**config.mk**
```make
export PLATFORM = sky130hd
export DESIGN_NAME = fpu_vec_driver
export DESIGN_NICKNAME = d
export VERILOG_FILES = /design/src/rtl/fpu_vec_driver.sv
export SDC_FILE = /design/constraint.sdc
export NUM_CORES = 1
export LEC_CHECK = 0
export ABC_CLOCK_PERIOD_IN_PS = 4000
export CORE_AREA = 2 2 112 114
export CTS_BUF_LIST = sky130_fd_sc_hd__clkbuf_4 sky130_fd_sc_hd__clkbuf_8
export DETAILED_ROUTE_END_ITERATION = 8
export DIE_AREA = 0 0 114 116
export PLACE_DENSITY = 0.77
export SETUP_SLACK_MARGIN = 0.3
export SLEW_MARGIN = 20
export SYNTH_ARGS = -nofsm -noshare
export SYNTH_HDL_FRONTEND = slang
export SYNTH_SLANG_ARGS = --single-unit
```
**constraint.sdc**
```tcl
create_clock -name clk -period 4 [get_ports clk]
set_clock_uncertainty 0.2 [all_clocks]
set_input_delay 1 -clock clk [delete_from_list [all_inputs] [get_ports clk]]
set_output_delay 1 -clock clk [all_outputs]
set_load 0.02 [all_outputs]
```
**src/rtl/fpu_vec_driver.sv**
```systemverilog
// rtl/fpu_vec_driver.sv - bfloat16 fpu self-test driver: streams vectors, compares results, counts errors/overflows
module fpu_vec_driver #(
  parameter int N_VEC = 10,
  parameter int AW    = 4
) (
  input  logic          clk,
  input  logic          rst,
  input  logic          start_i,
  input  logic [3:0]    op_i,
  output logic [AW-1:0] vec_addr_o,
  output logic          vec_rd_o,
  input  logic [15:0]   in1_mem_i,
  input  logic [15:0]   in2_mem_i,
  input  logic [15:0]   gold_i,
  output logic [3:0]    fpu_op_o,
  output logic [15:0]   fpu_in1_o,
  output logic [15:0]   fpu_in2_o,
  input  logic [15:0]   fpu_out_i,
  input  logic          fpu_overflow_i,
  output logic          busy_o,
  output logic          done_o,
  output logic          pass_o,
  output logic [15:0]   err_cnt_o,
  output logic [15:0]   ovf_cnt_o,
  output logic [AW-1:0] first_err_idx_o,
  output logic [15:0]   first_err_val_o
);

  localparam logic [AW-1:0] LAST_ADDR = AW'(N_VEC - 1);

  // DRAIN covers the capture of the last vector; DONE covers its compare,
  // so the run leaves DONE on the same edge that performs the last compare.
  typedef enum logic [1:0] {
    S_IDLE  = 2'd0,
    S_ISSUE = 2'd1,
    S_DRAIN = 2'd2,
    S_DONE  = 2'd3
  } state_t;

  state_t        state_q, state_d;
  logic [AW-1:0] addr_q, addr_d;
  logic          rd_q, rd_d;
  logic [3:0]    op_q, op_d;
  logic          mem_vld_q, mem_vld_d;   // memory read data valid this cycle
  logic [15:0]   in1_q, in1_d;
  logic [15:0]   in2_q, in2_d;
  logic [15:0]   gold_q, gold_d;
  logic          cmp_vld_q, cmp_vld_d;   // fpu inputs/gold valid, compare this cycle
  logic [AW-1:0] cmp_idx_q, cmp_idx_d;
  logic [15:0]   err_q, err_d;
  logic [15:0]   ovf_q, ovf_d;
  logic [AW-1:0] fidx_q, fidx_d;
  logic [15:0]   fval_q, fval_d;
  logic          pass_q, pass_d;
  logic          done_q, done_d;

  // Next-state: FSM sequencing, address issue, operand capture and compare
  always_comb begin
    state_d   = state_q;
    addr_d    = addr_q;
    rd_d      = rd_q;
    op_d      = op_q;
    mem_vld_d = rd_q;
    in1_d     = in1_q;
    in2_d     = in2_q;
    gold_d    = gold_q;
    cmp_vld_d = mem_vld_q;
    cmp_idx_d = cmp_idx_q;
    err_d     = err_q;
    ovf_d     = ovf_q;
    fidx_d    = fidx_q;
    fval_d    = fval_q;
    pass_d    = pass_q;
    done_d    = 1'b0;

    case (state_q)
      S_IDLE: begin
        if (start_i) begin
          state_d   = S_ISSUE;
          addr_d    = '0;
          rd_d      = 1'b1;
          op_d      = op_i;
          cmp_idx_d = '0;
          err_d     = '0;
          ovf_d     = '0;
          fidx_d    = '0;
          fval_d    = '0;
          pass_d    = 1'b0;
        end
      end
      S_ISSUE: begin
        if (addr_q == LAST_ADDR) begin
          state_d = S_DRAIN;
          rd_d    = 1'b0;
        end else begin
          addr_d = addr_q + AW'(1);
        end
      end
      S_DRAIN: state_d = S_DONE;
      S_DONE:  state_d = S_IDLE;
      default: state_d = S_IDLE;
    endcase

    if (mem_vld_q) begin
      in1_d  = in1_mem_i;
      in2_d  = in2_mem_i;
      gold_d = gold_i;
    end

    if (cmp_vld_q) begin
      cmp_idx_d = cmp_idx_q + AW'(1);
      if (fpu_out_i != gold_q) begin
        if (err_q == 16'h0000) begin
          fidx_d = cmp_idx_q;
          fval_d = fpu_out_i;
        end
        if (err_q != 16'hFFFF) err_d = err_q + 16'd1;
      end
      if (fpu_overflow_i && (ovf_q != 16'hFFFF)) ovf_d = ovf_q + 16'd1;
    end

    // pass uses the count including the final compare happening on this edge
    if (state_q == S_DONE) begin
      done_d = 1'b1;
      pass_d = (err_d == 16'h0000);
    end
  end

  // State and datapath registers with synchronous reset
  always_ff @(posedge clk) begin
    if (rst) begin
      state_q   <= S_IDLE;
      addr_q    <= '0;
      rd_q      <= 1'b0;
      op_q      <= '0;
      mem_vld_q <= 1'b0;
      in1_q     <= '0;
      in2_q     <= '0;
      gold_q    <= '0;
      cmp_vld_q <= 1'b0;
      cmp_idx_q <= '0;
      err_q     <= '0;
      ovf_q     <= '0;
      fidx_q    <= '0;
      fval_q    <= '0;
      pass_q    <= 1'b0;
      done_q    <= 1'b0;
    end else begin
      state_q   <= state_d;
      addr_q    <= addr_d;
      rd_q      <= rd_d;
      op_q      <= op_d;
      mem_vld_q <= mem_vld_d;
      in1_q     <= in1_d;
      in2_q     <= in2_d;
      gold_q    <= gold_d;
      cmp_vld_q <= cmp_vld_d;
      cmp_idx_q <= cmp_idx_d;
      err_q     <= err_d;
      ovf_q     <= ovf_d;
      fidx_q    <= fidx_d;
      fval_q    <= fval_d;
      pass_q    <= pass_d;
      done_q    <= done_d;
    end
  end

  assign vec_addr_o      = addr_q;
  assign vec_rd_o        = rd_q;
  assign fpu_op_o        = op_q;
  assign fpu_in1_o       = in1_q;
  assign fpu_in2_o       = in2_q;
  assign busy_o          = (state_q != S_IDLE);
  assign done_o          = done_q;
  assign pass_o          = pass_q;
  assign err_cnt_o       = err_q;
  assign ovf_cnt_o       = ovf_q;
  assign first_err_idx_o = fidx_q;
  assign first_err_val_o = fval_q;

endmodule

```
==> results of run 1 <==
[worst max-delay path: cells and delay by family]
kind                   cells  cell delay (ns)
AND/OR/NAND/NOR            2             0.44
XOR/XNOR                   1             0.13
buffers and inverters      1             0.51
AO/OA/AOI/OAI              4             1.44
[cells in the mapped netlist, types with 2 or more instances]
library cell and instances:
or3_1 3, xnor2_1 21, ha_1 11, a311o_1 2, nor3_1 7, nor2_1 94, or2_2 2, nand2_1 54
and2_1 5, buf_2 6, clkbuf_1 24, nand2b_1 4, nor2b_1 9, nor4_1 8, buf_1 8, nand3b_1 6
nand3_1 33, inv_1 11, nor3b_1 3, a41oi_1 2, a31oi_1 4, o21ai_0 13, dfxtp_1 119, nand4b_1 2
xor2_1 12, nand4_1 15, mux2i_1 53, and3b_1 2, o22ai_1 2, and3_1 6, a21oi_1 45, a211oi_1 8
o41ai_2 2
[per-stage QoR]
| step | instance area, µm² | hold WS (ns) | instances |
|---|---|---|---|
| after floorplan | 5330 | 0.244 | 610 |
| after global placement | 7110 | 0.246 | 897 |
| after detailed placement | 7110 | 0.249 | 897 |
| after CTS | 7560 | 0.265 | 929 |
| after global routing | 7560 | 0.288 | 929 |
| final | 7560 | 0.263 | 929 |
[metal layers]
| layer | share of wire (%) | vias up |
|---|---|---|
| li1 | - | 2429 |
| met1 | 41 | 2332 |
| met2 | 48 | 187 |
| met3 | 10 | 10 |
| met4 | 0.87 | 0 |
| met5 | 0 | - |
[final timing paths]
path | endpoint | slack, ns
max | pass_o$_SDFFE_PP0P_ | 0.61
min | fpu_op_o[3]$_SDFFE_PP0P_ | 0.26
max reg2reg | pass_o$_SDFFE_PP0P_ | 0.96
min reg2reg | fpu_op_o[3]$_SDFFE_PP0P_ | 0.26
[cell usage in the layout (no fill, tap or decap), types with 3 or more instances in the layout]
master	n
xnor2_1	21
a21oi_1	45
nor3b_1	3
clkinvlp_4	3
nor2_1	94
and3_1	6
nor2b_1	9
nand2_1	54
nand4_1	15
and2_1	5
nand3_1	33
xor2_1	12
clkdlybuf4s50_1	166
clkinv_2	3
bufinv_16	4
or3_1	3
nor4_1	8
buf_4	13
dfxtp_1	118
inv_1	11
nor3_1	6
mux2i_1	53
nand3b_1	6
o21ai_0	13
ha_1	11
clkbuf_8	19
nand2b_1	4
a31oi_1	4
a211oi_1	8
[power by group through the flow]
stage	Clock, µW	Sequential (µW)	Combinational, µW
CTS	1230	1370	818
floorplan	0	1430	435
global placement	0	1390	793
finish	1210	1370	814
detailed placement	0	1390	815
global route	1280	1380	887
[flip-flops by register name, summed over array words and instances (netlist names), 2 cells and up]
signal / flops
first_err_idx_o: 4
fpu_in2_o: 16
fpu_op_o: 4
ovf_cnt_o: 16
gold_q: 16
cmp_idx_q: 4
first_err_val_o: 16
state_q: 2
err_cnt_o: 16
vec_addr_o: 4
fpu_in1_o: 16
[cells by family after synthesis]
| group | after synthesis | share of synthesized area, % |
|---|---|---|
| simple gates | 258 | 23.5 |
| compound gates | 85 | 9.75 |
| xor+xnor | 33 | 5.43 |
| fa+ha+maj | 11 | 2.58 |
| mux | 54 | 10.2 |
| flops | 119 | 44.7 |
| buf+inv | 50 | 3.81 |
[layout make-up]
type                    instances  area (µm²)
fillers                      1010        4350
multi-input cells             441        2750
flip-flops and latches        119        2380
repair buffers                179        1760
clock buffers                  20         269
well taps                     147         184
clock inverters                12         175
inverters                      11        41.3
==> metrics.csv, run 1 <==
metric;value;unit
outcome;finished, final reports clean;
layout cells sized above 1;7.16;%
CP Capture Type;flop;
M2 GR Usage;37.5;%
full die area;13200;µm²
worst rel slew slack;39.9;%
total power;3390;µW
Area growth syn-to-layout;41.9;%
Post-CTS Hold Buffers;0;
Die W;114;µm
post-route ant nets;0;
WL/cell;15.8;µm
ranking of synthesized cells by area;dfxtp_1 (45%), mux2i_1 (10%), nor2_1 (6.6%);
post-layout util;63.5;%
sequential power share;40.3;%
final setup violating endpoints;0;
Core ar.;11900;µm²
peak supply drop;0.296;mV
row cnt;40;
Post-CTS Setup Inserts;0;
Most used DFF post-synth;dfxtp_1;
cell taking the most area after synthesis;dfxtp_1;
Worst Hold Class;flop to flop;
Ant. Diodes;0;
fin crit share;84.8;%
Worst R2R Path Depth;8;
Via Count;4958;
DP Worst Slack;0.191;ns
CTS tree;done;
gr usage total;22.7;%
Slowest cell on crit path;o41a_1;
initial antenna violation count;0;
Fin. Hold Viols;0;
Comb pwr share;24.0;%
post-synthesis instance total;610;
GRT met3 Usage;10.5;%
clock tree sinks;119;
count of cell types in the netlist;47;
Clock Pin Slew Worst Setup and Hold Paths;0.07;ns
CTS root buffer;clkbuf_8;
Req. time, crit path;4.14;ns
Peak Freq;295;MHz
startpoint class of the critical path;input pin;
GR peak layer;met2;
Max clock buf depth;2;
CP startpoint;fpu_out_i[3];
Cell Area, Synth;5330;µm²
Clock power frac;35.7;%
Starting Density;44.7;%
critical path type;input pin to flop;
CTS H-tree lvls;4;
HP Start;fpu_op_o[3]$_SDFFE_PP0P_;
CP Cell Sequence;clkdlybuf4s50_1 > xnor2_1 > nand4_1 > o41a_1 > and2_4 > a221o_1 > a311o_1 > o41ai_2;
P_sw;1020;µW
Initial DRC Count;248;
DR pass1 iterations;5;
slack of the critical path;0.608;ns
switching share of power;30.1;%
Worst Path Max Fanout;16;
Min-Delay Path Depth;2;
Ports;168;
Mean Syn Cell Area;8.73;µm²
die height;116;µm
EDFF count, synth;0;
CP arrival;3.53;ns
number of port buffers;167;
RR Startpoint;err_cnt_o[0]$_SDFF_PP0_;
Synth async-reset ratio;0;%
Placer Congestion;0.870;
overflow left after global routing;0;
Lkg Pwr;0.00267;µW
max-slew violations;0;
PwrDens;449;nW/µm²
Yosys top cell area share;44.7;%
met1 Track Usage GR;26.1;%
largest net degree at the start of global routing;87;
drt total wl;14.7;mm
Final #Nets;852;
post-CTS sizing;0;
Worst Tran Pin Value;0.901;ns
later-pin clock latency in the skew report;0.43;ns
Yosys warning count;0;
register area share after synthesis;44.7;%
TNS Setup;0;ns
Post-Syn Nets;693;
first-pass GRT wire length;23.7;mm
vias in the first global route;4850;
synthesis-stage register bit count;119;
Power Internal;2370;µW
Max-Cap Viols;0;
post-DP HPWL;10.6;mm
Final min period;3.39;ns
number of CTS-inserted buffers;17;
DRC;0;
RSZ-0062 raised after global routing;no;
vias per cell;5.34;
slowest cell delay on critical path;0.57;ns
(Power assumes the default switching activity.)
==> inputs of run 2 (changes only) <==
--- a/config.mk
+++ b/config.mk
@@ -5,7 +5,7 @@
 export SDC_FILE = /design/constraint.sdc
 export NUM_CORES = 1
 export LEC_CHECK = 0
-export ABC_CLOCK_PERIOD_IN_PS = 4000
+export ABC_CLOCK_PERIOD_IN_PS = 3200
 export CORE_AREA = 2 2 112 114
 export CTS_BUF_LIST = sky130_fd_sc_hd__clkbuf_4 sky130_fd_sc_hd__clkbuf_8
 export DETAILED_ROUTE_END_ITERATION = 8
==> constraint.sdc (replaced) <==
create_clock -name clk -period 3.2 [get_ports clk]
set_clock_uncertainty 0.2 [all_clocks]
set_input_delay 0.8 -clock clk [delete_from_list [all_inputs] [get_ports clk]]
set_output_delay 0.8 -clock clk [all_outputs]
set_load 0.02 [all_outputs]
==> metrics.csv, run 2 (same netlist as run 1, synthesis figures left out) <==
metric;value;unit
Starting Density;44.7;%
CP Capture Type;flop;
fillers;970;
first-pass GRT wire length;23.8;mm
row cnt;40;
DR pass1 iterations;4;
CTS root buffer;clkbuf_8;
layout cells sized above 1;10.7;%
post-placement cell count;916;
number of CTS-inserted buffers;17;
largest net degree at the start of global routing;105;
initial antenna violation count;1;
full die area;13200;µm²
Ports;168;
max-slew violations;0;
Worst Tran Pin Value;1.06;ns
CTS H-tree lvls;4;
final setup violating endpoints;0;
Fin. Hold Viols;0;
RSZ-0062 raised after global routing;yes;
Max clock buf depth;2;
worst rel slew slack;29.6;%
Final min period;2.79;ns
number of port buffers;167;
fin crit share;87.1;%
Final #Nets;877;
DRC;0;
Worst Hold Class;flop to flop;
Area growth syn-to-layout;45.4;%
Clock Pin Slew Worst Setup and Hold Paths;0.08;ns
die height;116;µm
Die W;114;µm
CTS tree;done;
Hold WS;0.256;ns
Non-Filler Instances;955;
Peak Freq;359;MHz
commonest non-fill, non-tap cell in the layout;clkdlybuf4s50_1;
most frequent cells in the layout;clkdlybuf4s50_1 (149), dfxtp_1 (117), nor2_1 (94);
DP Worst Slack;-0.280;ns
total power;4070;µW
Worst Path Max Fanout;4;
vias per cell;5.31;
post-DP HPWL;10.6;mm
startpoint class of the critical path;input pin;
outcome;finished, final reports clean;
PwrDens;526;nW/µm²
Lkg Pwr;0.00282;µW
overflow left after global routing;0;
peak supply drop;0.332;mV
Core ar.;11900;µm²
CP arrival;2.93;ns
gr usage total;22.6;%
Max-Cap Viols;0;
drt total wl;14.9;mm
post-route ant nets;0;
critical path type;input pin to flop;
clock tree sinks;119;
Placer Congestion;0.845;
Via Count;5073;
vias in the first global route;5033;
Initial DRC Count;248;
slack of the critical path;0.412;ns
post-layout util;65.0;%
WL/cell;15.6;µm
Req. time, crit path;3.34;ns
later-pin clock latency in the skew report;0.43;ns
==> run 2: changes by cell type in the layout (fill, tap and decap cells not counted), moves of 2 or more <==
cell | before | now
bufinv_16 | 4 | 1
buf_4 | 13 | 35
clkdlybuf4s50_1 | 166 | 149
clkinvlp_4 | 3 | 5
dlygate4sd2_1 | 0 | 13
clkinv_4 | 2 | 5
clkinv_2 | 3 | 1
o21ai_0 | 13 | 11
dlymetal6s2s_1 | 0 | 4
buf_12 | 0 | 3
==> run 2: final cells by class <==
| cell class | instances | area (µm²) | area share (%) |
|---|---|---|---|
| multi-input cells | 441 | 2770 | 35.8 |
| flip-flops and latches | 119 | 2380 | 30.8 |
| repair buffers | 204 | 1980 | 25.5 |
| clock buffers | 19 | 255 | 3.30 |
| well taps | 147 | 184 | 2.38 |
| clock inverters | 13 | 125 | 1.62 |
| inverters | 11 | 41.3 | 0.533 |
| diodes | 1 | 2.50 | 0.0323 |
==> run 2: metal layers <==
layer	track usage (%)	vias to the layer above	share of wire, %
met1	26.3	2356	40
met5	0	-	0
met3	9.62	20	10
met4	7.89	0	1.3
met2	37.5	220	48
li1	-	2477	-
==> run 2: final timing paths <==
kind	start	end	slack [ns]	depth (start not counted)
setup / recovery	fpu_out_i[4]	pass_o$_SDFFE_PP0P_	0.41	8
hold / removal	fpu_op_o[3]$_SDFFE_PP0P_	fpu_op_o[3]$_SDFFE_PP0P_	0.26	2
setup reg to reg	err_cnt_o[1]$_SDFF_PP0_	pass_o$_SDFFE_PP0P_	0.46	8
hold reg to reg	fpu_op_o[3]$_SDFFE_PP0P_	fpu_op_o[3]$_SDFFE_PP0P_	0.26	2
==> run 2: per-stage QoR <==
step / instance area, µm² / setup TNS, ns
after global routing: 7740 / 0
after detailed placement: 7290 / -1.49
final: 7740 / 0
after global placement: 7290 / -0.986
after floorplan: 5330 / 0
after CTS: 7700 / 0
==> run 2: repair_timing <==
action,4_1_cts,5_1_grt
pin swaps,9,6
hold endpoints to repair,0,0
setup endpoints to repair,2,5
resized for setup,14,11
hold buffers,0,0
setup buffers,5,1
==> run 2: worst max-delay path, cell delays in order <==
cell and delay [ns]:
dlygate4sd2_1 0.26, xnor2_1 0.20, nand4_1 0.18, o41a_1 0.49, and2_4 0.19, a221o_1 0.33
a311o_1 0.29, o41ai_2 0.18
==> run 2: where the power goes <==
part | internal, µW | leakage, µW | switching, µW
registers | 1600 | 0.000964 | 109
logic | 508 | 0.00167 | 571
clock network | 647 | 0.000178 | 637
==> inputs of run 3 (changes only) <==
--- a/config.mk
+++ b/config.mk
@@ -5,12 +5,13 @@
 export SDC_FILE = /design/constraint.sdc
 export NUM_CORES = 1
 export LEC_CHECK = 0
+export ABC_AREA = 1
 export ABC_CLOCK_PERIOD_IN_PS = 3200
-export CORE_AREA = 2 2 112 114
+export CORE_AREA = 2 2 163 85
 export CTS_BUF_LIST = sky130_fd_sc_hd__clkbuf_4 sky130_fd_sc_hd__clkbuf_8
 export DETAILED_ROUTE_END_ITERATION = 8
-export DIE_AREA = 0 0 114 116
-export PLACE_DENSITY = 0.77
+export DIE_AREA = 0 0 165 87
+export PLACE_DENSITY = 0.76
 export SETUP_SLACK_MARGIN = 0.3
 export SLEW_MARGIN = 20
 export SYNTH_ARGS = -nofsm -noshare
==> metrics.csv, run 3 <==
metric;value;unit
outcome;finished, final reports clean;
DR WL met3;1.77;mm
area occupied by multi-input gates;2870;µm²
CP arrival;2.84;ns
Post-Syn Nets;915;
Ports;168;
initial antenna violation count;0;
clock tree sinks;119;
Initial DRC Count;438;
number of port buffers;167;
register area;2380;µm²
xor and xnor fraction of the mapped netlist area;1.84;%
Yosys warning count;0;
Highest Signal Layer;met4;
CP Capture Type;flop;
multiplexer area fraction after synthesis;0.176;%
TNS Setup;0;ns
CTS tree;done;
final setup violating endpoints;0;
Placer Congestion;0.955;
Synth Area in Compound Gates;16.4;%
CP Cell Sequence;clkdlybuf4s50_1 > inv_1 > nand2_1 > nand2_1 > nor2_1 > nand2_1 > nor2_4 > nand2_4 > nand2_1 > nand2_1 > nand2_1 > nand2_1 > nor2_1 > nand3_1 > nor2_1 > nand2_1 > a21oi_2;
overflow left after global routing;0;
Worst Tran Pin Value;0.661;ns
fillers;1213;
Fin. Hold Viols;0;
Worst Path Max Fanout;16;
DR pass1 iterations;5;
Slowest cell on crit path;clkdlybuf4s50_1;
Cell Area, Synth;5700;µm²
max-slew violations;0;
ranking of synthesized cells by area;dfxtp_1 (42%), nand2_1 (12%), nor2_1 (9.4%);
count of cell types in the netlist;38;
most common cell in the netlist;nand2_1;
vias in the first global route;5396;
post-DP HPWL;11.7;mm
drt total wl;16.2;mm
most used cell, CP;nand2_1;
EDFF count, synth;0;
largest family of logic cells by synthesized area;simple AND/OR/NAND/NOR gates;
Yosys top cell area share;41.8;%
Peak Freq;372;MHz
Via Count;5893;
Lkg Pwr;0.00326;µW
post-synthesis instance total;832;
DRC;0;
metal2 WL;6.30;mm
Worst Hold Class;flop to flop;
Die W;165;µm
worst rel slew slack;55.9;%
layout cells sized above 1;6.55;%
M1 WL;8.03;mm
CTS H-tree lvls;4;
largest net degree at the start of global routing;72;
PwrDens;569;nW/µm²
Synth top cells by count;nand2_1 (180), nor2_1 (143), dfxtp_1 (119);
Req. time, crit path;3.35;ns
Max-Cap Viols;0;
full die area;14400;µm²
crit path buf inv count;2;
die height;87;µm
Final min period;2.69;ns
later-pin clock latency in the skew report;0.42;ns
Max clock buf depth;2;
dpl cell area;7560;µm²
peak supply drop;0.303;mV
fin crit share;84.0;%
Mean Syn Cell Area;6.85;µm²
Synth async-reset ratio;0;%
post-route ant nets;0;
first-pass GRT wire length;26.8;mm
slowest cell delay on critical path;0.53;ns
row cnt;30;
Starting Density;43.5;%
Crit path max-delay family;simple AND/OR/NAND/NOR gates;
simple-gate share of the synthesized area;29.5;%
post-layout util;61.0;%
adder-cell share of the synthesized area;2.41;%
register area share after synthesis;41.8;%
CTS root buffer;clkbuf_8;
number of CTS-inserted buffers;17;
commonest non-fill, non-tap cell in the layout;nand2_1;
Final #Nets;1078;
most frequent cells in the layout;nand2_1 (180), clkdlybuf4s50_1 (166), nor2_1 (143);
Ant. Diodes;0;
startpoint class of the critical path;input pin;
Most used DFF post-synth;dfxtp_1;
Core ar.;13100;µm²
gr usage total;23.7;%
synthesis-stage register bit count;119;
WL/cell;13.7;µm
Area growth syn-to-layout;40.3;%
Post-CTS Hold Buffers;0;
Clock Pin Slew Worst Setup and Hold Paths;0.07;ns
critical path type;input pin to flop;
vias per cell;4.98;
RSZ-0062 raised after global routing;no;
cell taking the most area after synthesis;dfxtp_1;
Final Cell Area;7990;µm²
## run 3: cells by family (layout without fill, tap and decap cells)
kind of cell	count (synthesis)	count (layout)
AOI/OAI and AO/OA	177	177
xor gates and xnor gates	12	12
adders and majority gates	11	11
buffers and inverters	115	291
DFF	119	119
muxes	1	1
and+or+nand+nor	397	397
## run 3: layer usage
metal  up-vias  global-route usage, %
met4         0                   5.38
met5         -                      0
li1       3021                      -
met2       227                   33.8
met1      2638                   33.6
met3         7                   9.04
## run 3: layout make-up
type,instances,area share [%]
clock buffer,20,3.29
clock inverter,12,2.21
inverter,81,3.80
multi-input combinational,598,35.9
sequential,119,29.8
tap,176,2.75
timing repair buffer,178,22.2
## run 3: power breakdown
group / switching, µW / internal (µW) / total [µW]
logic: 751 / 512 / 1260
registers: 102 / 1670 / 1770
clock network: 629 / 887 / 1520
## run 3: path summary, 6_finish.rpt
kind	from	cells after the start	endpoint	slack (ns)
max	fpu_out_i[6]	17	pass_o$_SDFFE_PP0P_	0.51
min	first_err_val_o[3]$_SDFF_PP0_	2	first_err_val_o[3]$_SDFF_PP0_	0.26
max reg2reg	ovf_cnt_o[0]$_SDFF_PP0_	12	ovf_cnt_o[5]$_SDFF_PP0_	0.69
min reg2reg	first_err_val_o[3]$_SDFF_PP0_	2	first_err_val_o[3]$_SDFF_PP0_	0.26
## run 3: tightest hold or removal path, stage by stage (launching register included)
cell     delay (ns)
dfxtp_1        0.31
nand2_1        0.06
a21oi_1        0.05
## run 3: what timing repair did
item                                    4_1_cts  5_1_grt
setup buffers                                 0        0
resized for setup                             1        1
endpoints found under the setup margin        1        1
## run 3: stage by stage
step / cells / hold slack, ns / setup slack, ns / total power, µW
floorplan: 832 / 0.244 / 0.844 / 2510
global placement: 1152 / 0.246 / 0.122 / 3050
detailed placement: 1152 / 0.249 / 0.104 / 3060
CTS: 1184 / 0.265 / 0.549 / 4580
global route: 1184 / 0.283 / 0.305 / 4800
finish: 1184 / 0.262 / 0.511 / 4550
